### src/rtl/prach_hb_tdm.sv
// Half-band decimate-by-2 filter, time-multiplexed over NCH channels with per-channel
// I/Q history, four-stage pipeline, round-half-up, saturation and per-pair bypass.
module prach_hb_tdm #(
   parameter int DW    = 16,
   parameter int CW    = 18,
   parameter int NCH   = 8,
   parameter int NHALF = 2,
   parameter int COEF [NHALF] = '{-4096, 36864}
) (
   input  logic                 clk,
   input  logic                 rst_n,
   input  logic signed [DW-1:0] din_dp1 [2],
   input  logic signed [DW-1:0] din_dp2 [2],
   input  logic                 din_dv,
   input  logic [7:0]           din_chn,
   input  logic                 sync_in,
   input  logic                 bypass,
   output logic [2*DW-1:0]      dout_dq,
   output logic                 dout_dv,
   output logic [7:0]           dout_chn,
   output logic                 sync_out,
   output logic                 ovf
);

   localparam int NE  = 2 * NHALF;
   localparam int CHW = (NCH > 1) ? $clog2(NCH) : 1;
   localparam int PW  = DW + CW + 1;
   localparam int AW  = PW + $clog2(NHALF + 1) + 1;
   localparam logic [8:0]           NCH_L   = 9'(NCH);
   localparam logic signed [AW-1:0] RND     = AW'(1) <<< (CW - 2);
   localparam logic signed [AW-1:0] SAT_MAX = {{(AW-DW+1){1'b0}}, {(DW-1){1'b1}}};
   localparam logic signed [AW-1:0] SAT_MIN = {{(AW-DW+1){1'b1}}, {(DW-1){1'b0}}};

   logic signed [DW-1:0] even_q [NCH][2][NE];
   logic signed [DW-1:0] even_d [NCH][2][NE];
   logic signed [DW-1:0] odd_q  [NCH][2][NHALF];
   logic signed [DW-1:0] odd_d  [NCH][2][NHALF];
   logic                 accept;
   logic [CHW-1:0]       chn_idx;
   logic signed [DW-1:0] win_e [2][NE];
   logic signed [DW-1:0] win_o [2][NHALF];

   logic [3:1]           vld_q, vld_d, sync_q, sync_d, byp_q, byp_d;
   logic [7:0]           chn_q [3:1];
   logic [7:0]           chn_d [3:1];
   logic signed [DW-1:0] bp_q  [3:1][2];
   logic signed [DW-1:0] bp_d  [3:1][2];

   logic signed [DW-1:0] s1_e_q [2][NE];
   logic signed [DW-1:0] s1_e_d [2][NE];
   logic signed [DW-1:0] s1_o_q [2];
   logic signed [DW-1:0] s1_o_d [2];
   logic signed [PW-1:0] s2_prod_q [2][NHALF];
   logic signed [PW-1:0] s2_prod_d [2][NHALF];
   logic signed [PW-1:0] s2_odd_q [2];
   logic signed [PW-1:0] s2_odd_d [2];
   logic signed [AW-1:0] s3_acc_q [2];
   logic signed [AW-1:0] s3_acc_d [2];

   logic signed [AW-1:0] rnd [2];
   logic signed [AW-1:0] shr [2];
   logic signed [DW-1:0] lane_val [2];
   logic [1:0]           lane_sat;

   logic [2*DW-1:0]      dout_dq_q, dout_dq_d;
   logic                 dout_dv_q, dout_dv_d;
   logic [7:0]           dout_chn_q, dout_chn_d;
   logic                 sync_out_q, sync_out_d;
   logic                 ovf_q, ovf_d;

   // History is written on the accepting edge, so a back-to-back pair on the same
   // channel already reads the updated window; sync clears before the insert.
   always_comb begin
      accept  = din_dv && ({1'b0, din_chn} < NCH_L);
      chn_idx = din_chn[CHW-1:0];
      even_d  = even_q;
      odd_d   = odd_q;
      for (int l = 0; l < 2; l++) begin
         win_e[l][0] = din_dp1[l];
         win_o[l][0] = din_dp2[l];
         for (int k = 1; k < NE; k++)
            win_e[l][k] = sync_in ? '0 : even_q[chn_idx][l][k-1];
         for (int k = 1; k < NHALF; k++)
            win_o[l][k] = sync_in ? '0 : odd_q[chn_idx][l][k-1];
         if (accept) begin
            for (int k = 0; k < NE; k++)
               even_d[chn_idx][l][k] = win_e[l][k];
            for (int k = 0; k < NHALF; k++)
               odd_d[chn_idx][l][k] = win_o[l][k];
         end
      end
   end

   always_comb begin
      vld_d    = {vld_q[2:1], accept};
      sync_d   = {sync_q[2:1], sync_in & accept};
      byp_d    = {byp_q[2:1], bypass};
      chn_d[1] = din_chn;
      chn_d[2] = chn_q[1];
      chn_d[3] = chn_q[2];
      for (int l = 0; l < 2; l++) begin
         bp_d[1][l] = din_dp2[l];
         bp_d[2][l] = bp_q[1][l];
         bp_d[3][l] = bp_q[2][l];
      end
   end

   // Symmetric pre-add and multiply, then a full-precision sum with the centre tap.
   always_comb begin
      s1_e_d = win_e;
      for (int l = 0; l < 2; l++) begin
         s1_o_d[l] = win_o[l][NHALF-1];
         for (int k = 0; k < NHALF; k++)
            s2_prod_d[l][k] = PW'(CW'(COEF[k])) *
                              (PW'(s1_e_q[l][k]) + PW'(s1_e_q[l][NE-1-k]));
         s2_odd_d[l] = PW'(s1_o_q[l]) <<< (CW - 2);
         s3_acc_d[l] = AW'(s2_odd_q[l]);
         for (int k = 0; k < NHALF; k++)
            s3_acc_d[l] = s3_acc_d[l] + AW'(s2_prod_q[l][k]);
      end
   end

   always_comb begin
      dout_dv_d  = vld_q[3];
      dout_dq_d  = dout_dq_q;
      dout_chn_d = dout_chn_q;
      sync_out_d = 1'b0;
      ovf_d      = 1'b0;
      lane_sat   = '0;
      for (int l = 0; l < 2; l++) begin
         rnd[l] = s3_acc_q[l] + RND;
         shr[l] = rnd[l] >>> (CW - 1);
         lane_val[l] = shr[l][DW-1:0];
         if (shr[l] > SAT_MAX) begin
            lane_val[l] = SAT_MAX[DW-1:0];
            lane_sat[l] = 1'b1;
         end else if (shr[l] < SAT_MIN) begin
            lane_val[l] = SAT_MIN[DW-1:0];
            lane_sat[l] = 1'b1;
         end
      end
      if (vld_q[3]) begin
         dout_chn_d = chn_q[3];
         sync_out_d = sync_q[3];
         if (byp_q[3]) begin
            dout_dq_d = {bp_q[3][1], bp_q[3][0]};
         end else begin
            dout_dq_d = {lane_val[1], lane_val[0]};
            ovf_d     = |lane_sat;
         end
      end
   end

   always_ff @(posedge clk or negedge rst_n) begin
      if (!rst_n) begin
         for (int c = 0; c < NCH; c++)
            for (int l = 0; l < 2; l++) begin
               for (int k = 0; k < NE; k++)
                  even_q[c][l][k] <= '0;
               for (int k = 0; k < NHALF; k++)
                  odd_q[c][l][k] <= '0;
            end
      end else begin
         even_q <= even_d;
         odd_q  <= odd_d;
      end
   end

   always_ff @(posedge clk or negedge rst_n) begin
      if (!rst_n) begin
         vld_q  <= '0;
         sync_q <= '0;
         byp_q  <= '0;
         for (int s = 1; s <= 3; s++) begin
            chn_q[s]    <= '0;
            bp_q[s][0]  <= '0;
            bp_q[s][1]  <= '0;
         end
         for (int l = 0; l < 2; l++) begin
            s1_o_q[l]   <= '0;
            s2_odd_q[l] <= '0;
            s3_acc_q[l] <= '0;
            for (int k = 0; k < NE; k++)
               s1_e_q[l][k] <= '0;
            for (int k = 0; k < NHALF; k++)
               s2_prod_q[l][k] <= '0;
         end
         dout_dq_q  <= '0;
         dout_dv_q  <= 1'b0;
         dout_chn_q <= '0;
         sync_out_q <= 1'b0;
         ovf_q      <= 1'b0;
      end else begin
         vld_q      <= vld_d;
         sync_q     <= sync_d;
         byp_q      <= byp_d;
         chn_q      <= chn_d;
         bp_q       <= bp_d;
         s1_e_q     <= s1_e_d;
         s1_o_q     <= s1_o_d;
         s2_prod_q  <= s2_prod_d;
         s2_odd_q   <= s2_odd_d;
         s3_acc_q   <= s3_acc_d;
         dout_dq_q  <= dout_dq_d;
         dout_dv_q  <= dout_dv_d;
         dout_chn_q <= dout_chn_d;
         sync_out_q <= sync_out_d;
         ovf_q      <= ovf_d;
      end
   end

   assign dout_dq  = dout_dq_q;
   assign dout_dv  = dout_dv_q;
   assign dout_chn = dout_chn_q;
   assign sync_out = sync_out_q;
   assign ovf      = ovf_q;

endmodule

### config.mk
export PLATFORM = sky130hd
export DESIGN_NAME = prach_hb_tdm
export DESIGN_NICKNAME = d
export VERILOG_FILES = /design/src/rtl/prach_hb_tdm.sv
export SDC_FILE = /design/constraint.sdc
export NUM_CORES = 2
export LEC_CHECK = 0
export CORE_MARGIN = 10
export CORE_UTILIZATION = 35
export DETAILED_ROUTE_END_ITERATION = 7
export MAX_ROUTING_LAYER = met4
export PLACE_DENSITY_LB_ADDON = 0.25
export REMOVE_ABC_BUFFERS = 1
export SYNTH_ARGS = -nofsm -noshare
export SYNTH_HDL_FRONTEND = slang
export SYNTH_SLANG_ARGS = --single-unit
### constraint.sdc
create_clock -name clk -period 6.03 [get_ports clk]
set_clock_uncertainty 0.2 [all_clocks]
set_input_delay 0.603 -clock clk [delete_from_list [all_inputs] [get_ports clk]]
set_output_delay 0.603 -clock clk [all_outputs]
set_load 0.02 [all_outputs]
==> flow_summary.ini <==
[layout]
area_delta_synth_final_pct = 15.4
seqCellArea_mm2 = 0.0380
postLayoutCoreUtil_pct = 40.6
multi_input_area_mm2 = 0.0258
nFillCells = 17156
layout-drive-gt1-share_pct = 29.4
fin_cells = 7433
finalNetCount = 5153

[route]
drcViolationCount = 0
via_count = 39577
wl_per_cell_um = 23.4
wl_mm = 174
ant_nets = 0
vias_per_cell = 5.32
dr.pass1.iters = 7
drt-initial-drc-count = 2629

[critical_path]
arrival_ps = 4990
cp_slowest_cell = fa_1
path_max_fanout = 6
path_class = reg -> reg
worstPathCellList = ha_1, fa_1, a211o_1, a21oi_1, o31ai_1, a211oi_1, o21bai_1, a21oi_1, xor2_1, xor2_1, ha_1, and2_1, a31oi_1, o21ai_1, o41a_1, a41oi_1, xnor2_1
cp.required_ps = 6530
end_kind = flip-flop
slowest_delay_ps = 420
start_kind = flip-flop

[die]
core_mm2 = 0.185
std_cell_rows = 158
start_util_pct = 35.2
fp.dieW_um = 452
io_pins = 120
die_area_mm2 = 0.204
die_h_um = 452

[sta]
setup_viol = 0
drv_slew = 0
fmax_ghz = 0.223
fin_crit_sh_pct = 74.5
final.min_clock_period_ps = 4490
maxSlewHeadroom_pct = 22.1
rsz0062_at_grt = false
worstMarginPinSlew_ps = 1160
hold_viol = 0
fin_ws_ps = 1540

[place]
dp.cells = 7146
gp_congestion = 0.826
port_buffers = 119
place_ws_ps = 1580
hpwl_mm = 106

[yosys]
ys_warn_count = 0
yosysTopAreaCell = dfrtp_1
synth_edf_count = 0
synth_top_area_share_pct = 58.4
synthFlopType = dfrtp_1
synth_common_cells = 1520 x dfrtp_1, 1027 x mux2_2, 256 x a22oi_1
netlist_instances = 4694
seq_area_frac_synth_pct = 58.4
syn_avg_cell_area_um2 = 13.9
synth_area_mm2 = 0.0652
synth_cell_types = 79
synth_area_leaders = dfrtp_1 58%, mux2_2 18%, ha_1 3.9%
async_flop_share_pct = 100
synth_most_common_cell = dfrtp_1
ys_seq_elements = 1520

[run_status]
status = finished, final reports clean

[power_and_ir_drop]
p_per_area_mw_per_mm2 = 305
totalPowerFinal_mw = 23.0
p_leak_nw = 36.1
ir_worst_vdd_v = 0.000295

[grt]
grt_antenna_before_repair = 11
grt.total_usage_pct = 17.4
grt_pass1_wl_mm = 268
grt_pass1_vias = 41784
grt_max_degree = 166
grt_overflow_total = 0

[cts]
tritoncts = built
cts_setup_buffers = 0
clock_latency_ps = 800
cts_buffers = 159
h-tree-depth = 4
cts.sinks = 1520
clk_pin_slew_ps = 60
clock_path_buffers = 3
root_buffer = clkbuf_16

[job]
maxCapViolations = 0

[hold_path]
min_path_type = in -> reg
==> cells in the final DEF, fill, tap and decap left out, types with 73 or more instances in the layout <==
| cell type | Yosys | routed |
|---|---|---|
| nor2_1 | 107 | 105 |
| xnor2_1 | 93 | 93 |
| inv_1 | 115 | 115 |
| a22o_1 | 130 | 130 |
| clkdlybuf4s50_1 | 0 | 117 |
| ha_1 | 204 | 204 |
| mux2_2 | 1027 | 1027 |
| nand2_1 | 81 | 73 |
| clkbuf_16 | 0 | 163 |
| o21ai_0 | 75 | 75 |
| a221oi_1 | 130 | 130 |
| dfrtp_1 | 1520 | 1518 |
| a22oi_1 | 256 | 256 |
| a31oi_1 | 121 | 121 |
| buf_4 | 2 | 79 |
| a21oi_1 | 88 | 88 |
==> path summary, 6_finish.rpt <==
check	start	to	slack, ps	cells after the start
setup / recovery	s1_e_q[80]	s2_prod_q[102]	1540	17
hold / removal	bypass	byp_q[1]	70	1
setup reg to reg	s1_e_q[80]	s2_prod_q[102]	1540	17
hold reg to reg	bp_d[41]	bp_d[73]	140	0
max in group asynchronous	rst_n	dout_dv	3870	3
min in group asynchronous	rst_n	even_q[946]	200	2
==> cells by family after synthesis <==
| family | share of synthesized area [%] |
|---|---|
| xor gates and xnor gates | 1.73 |
| muxes | 17.9 |
| AOI/OAI and AO/OA | 11.4 |
| DFF | 58.4 |
| and+or+nand+nor | 3.10 |
| buffers and inverters | 2.26 |
| adders and majority gates | 5.28 |
==> power by group <==
group	internal [mW]	switching, mW	total, mW	leakage, nW
registers	10.7	0.277	10.9	20.5
clock network	5.98	4.10	10.1	2.64
logic	0.758	1.19	1.95	12.9
==> sequential cells by signal (all words and copies together), names as in the netlist <==
register and count:
s3_acc_q 42, sync_q 3, even_q 768, sync_out 1, odd_q 256, s1_o_q 32, s2_odd_q 32, dout_chn 8
bp_q 32, dout_dq 32, s1_e_q 128, s2_prod_q 90, bp_d 64, vld_q 3, ovf 1, dout_dv 1
chn_q 8, byp_q 3, chn_d 16
==> routing by layer <==
layer / part of all wire, % / vias to the layer above / track usage (%)
met5: 0 / - / -
met4: 1.9 / 0 / 4.33
met3: 2.9 / 233 / 2.29
met2: 48 / 581 / 27.9
met1: 47 / 21082 / 23.3
li1: - / 17681 / -
==> metrics by stage <==
stage	hold WS, ps	TNS [ps]	area [um2]
2_1_floorplan	107	-6927120	64100
3_3_place_gp	132	0	69800
3_5_place_dp	135	0	69800
4_1_cts	14.4	0	75200
5_1_grt	38.0	0	75200
6_report	68.3	0	75200
==> worst max-delay path: cells and delay by family, from the launching register on <==
| family | cells | cell delay, ps |
|---|---|---|
| XOR/XNOR | 3 | 610 |
| AND/OR/NAND/NOR | 1 | 180 |
| AO/OA/AOI/OAI | 10 | 2100 |
| adder cells (fa/ha/maj) | 3 | 940 |
| flip-flops | 1 | 370 |
==> repair_timing <==
action                                  in CTS  in global routing
hold buffers                                 1                  0
endpoints found under the setup margin       0                  0
gates resized for setup                      0                  0
endpoints found under the hold margin      106                  0
==> area by class of cell <==
cell class | count | share of cell area (%)
inverters | 115 | 0.574
clock buffers | 232 | 6.27
repair buffers | 230 | 3.24
multi-input cells | 2802 | 34.3
well taps | 2480 | 4.13
diodes | 7 | 0.0233
clock inverters | 47 | 0.905
flip-flops and latches | 1520 | 50.6
No activity file was read; power rests on OpenSTA's default activity.
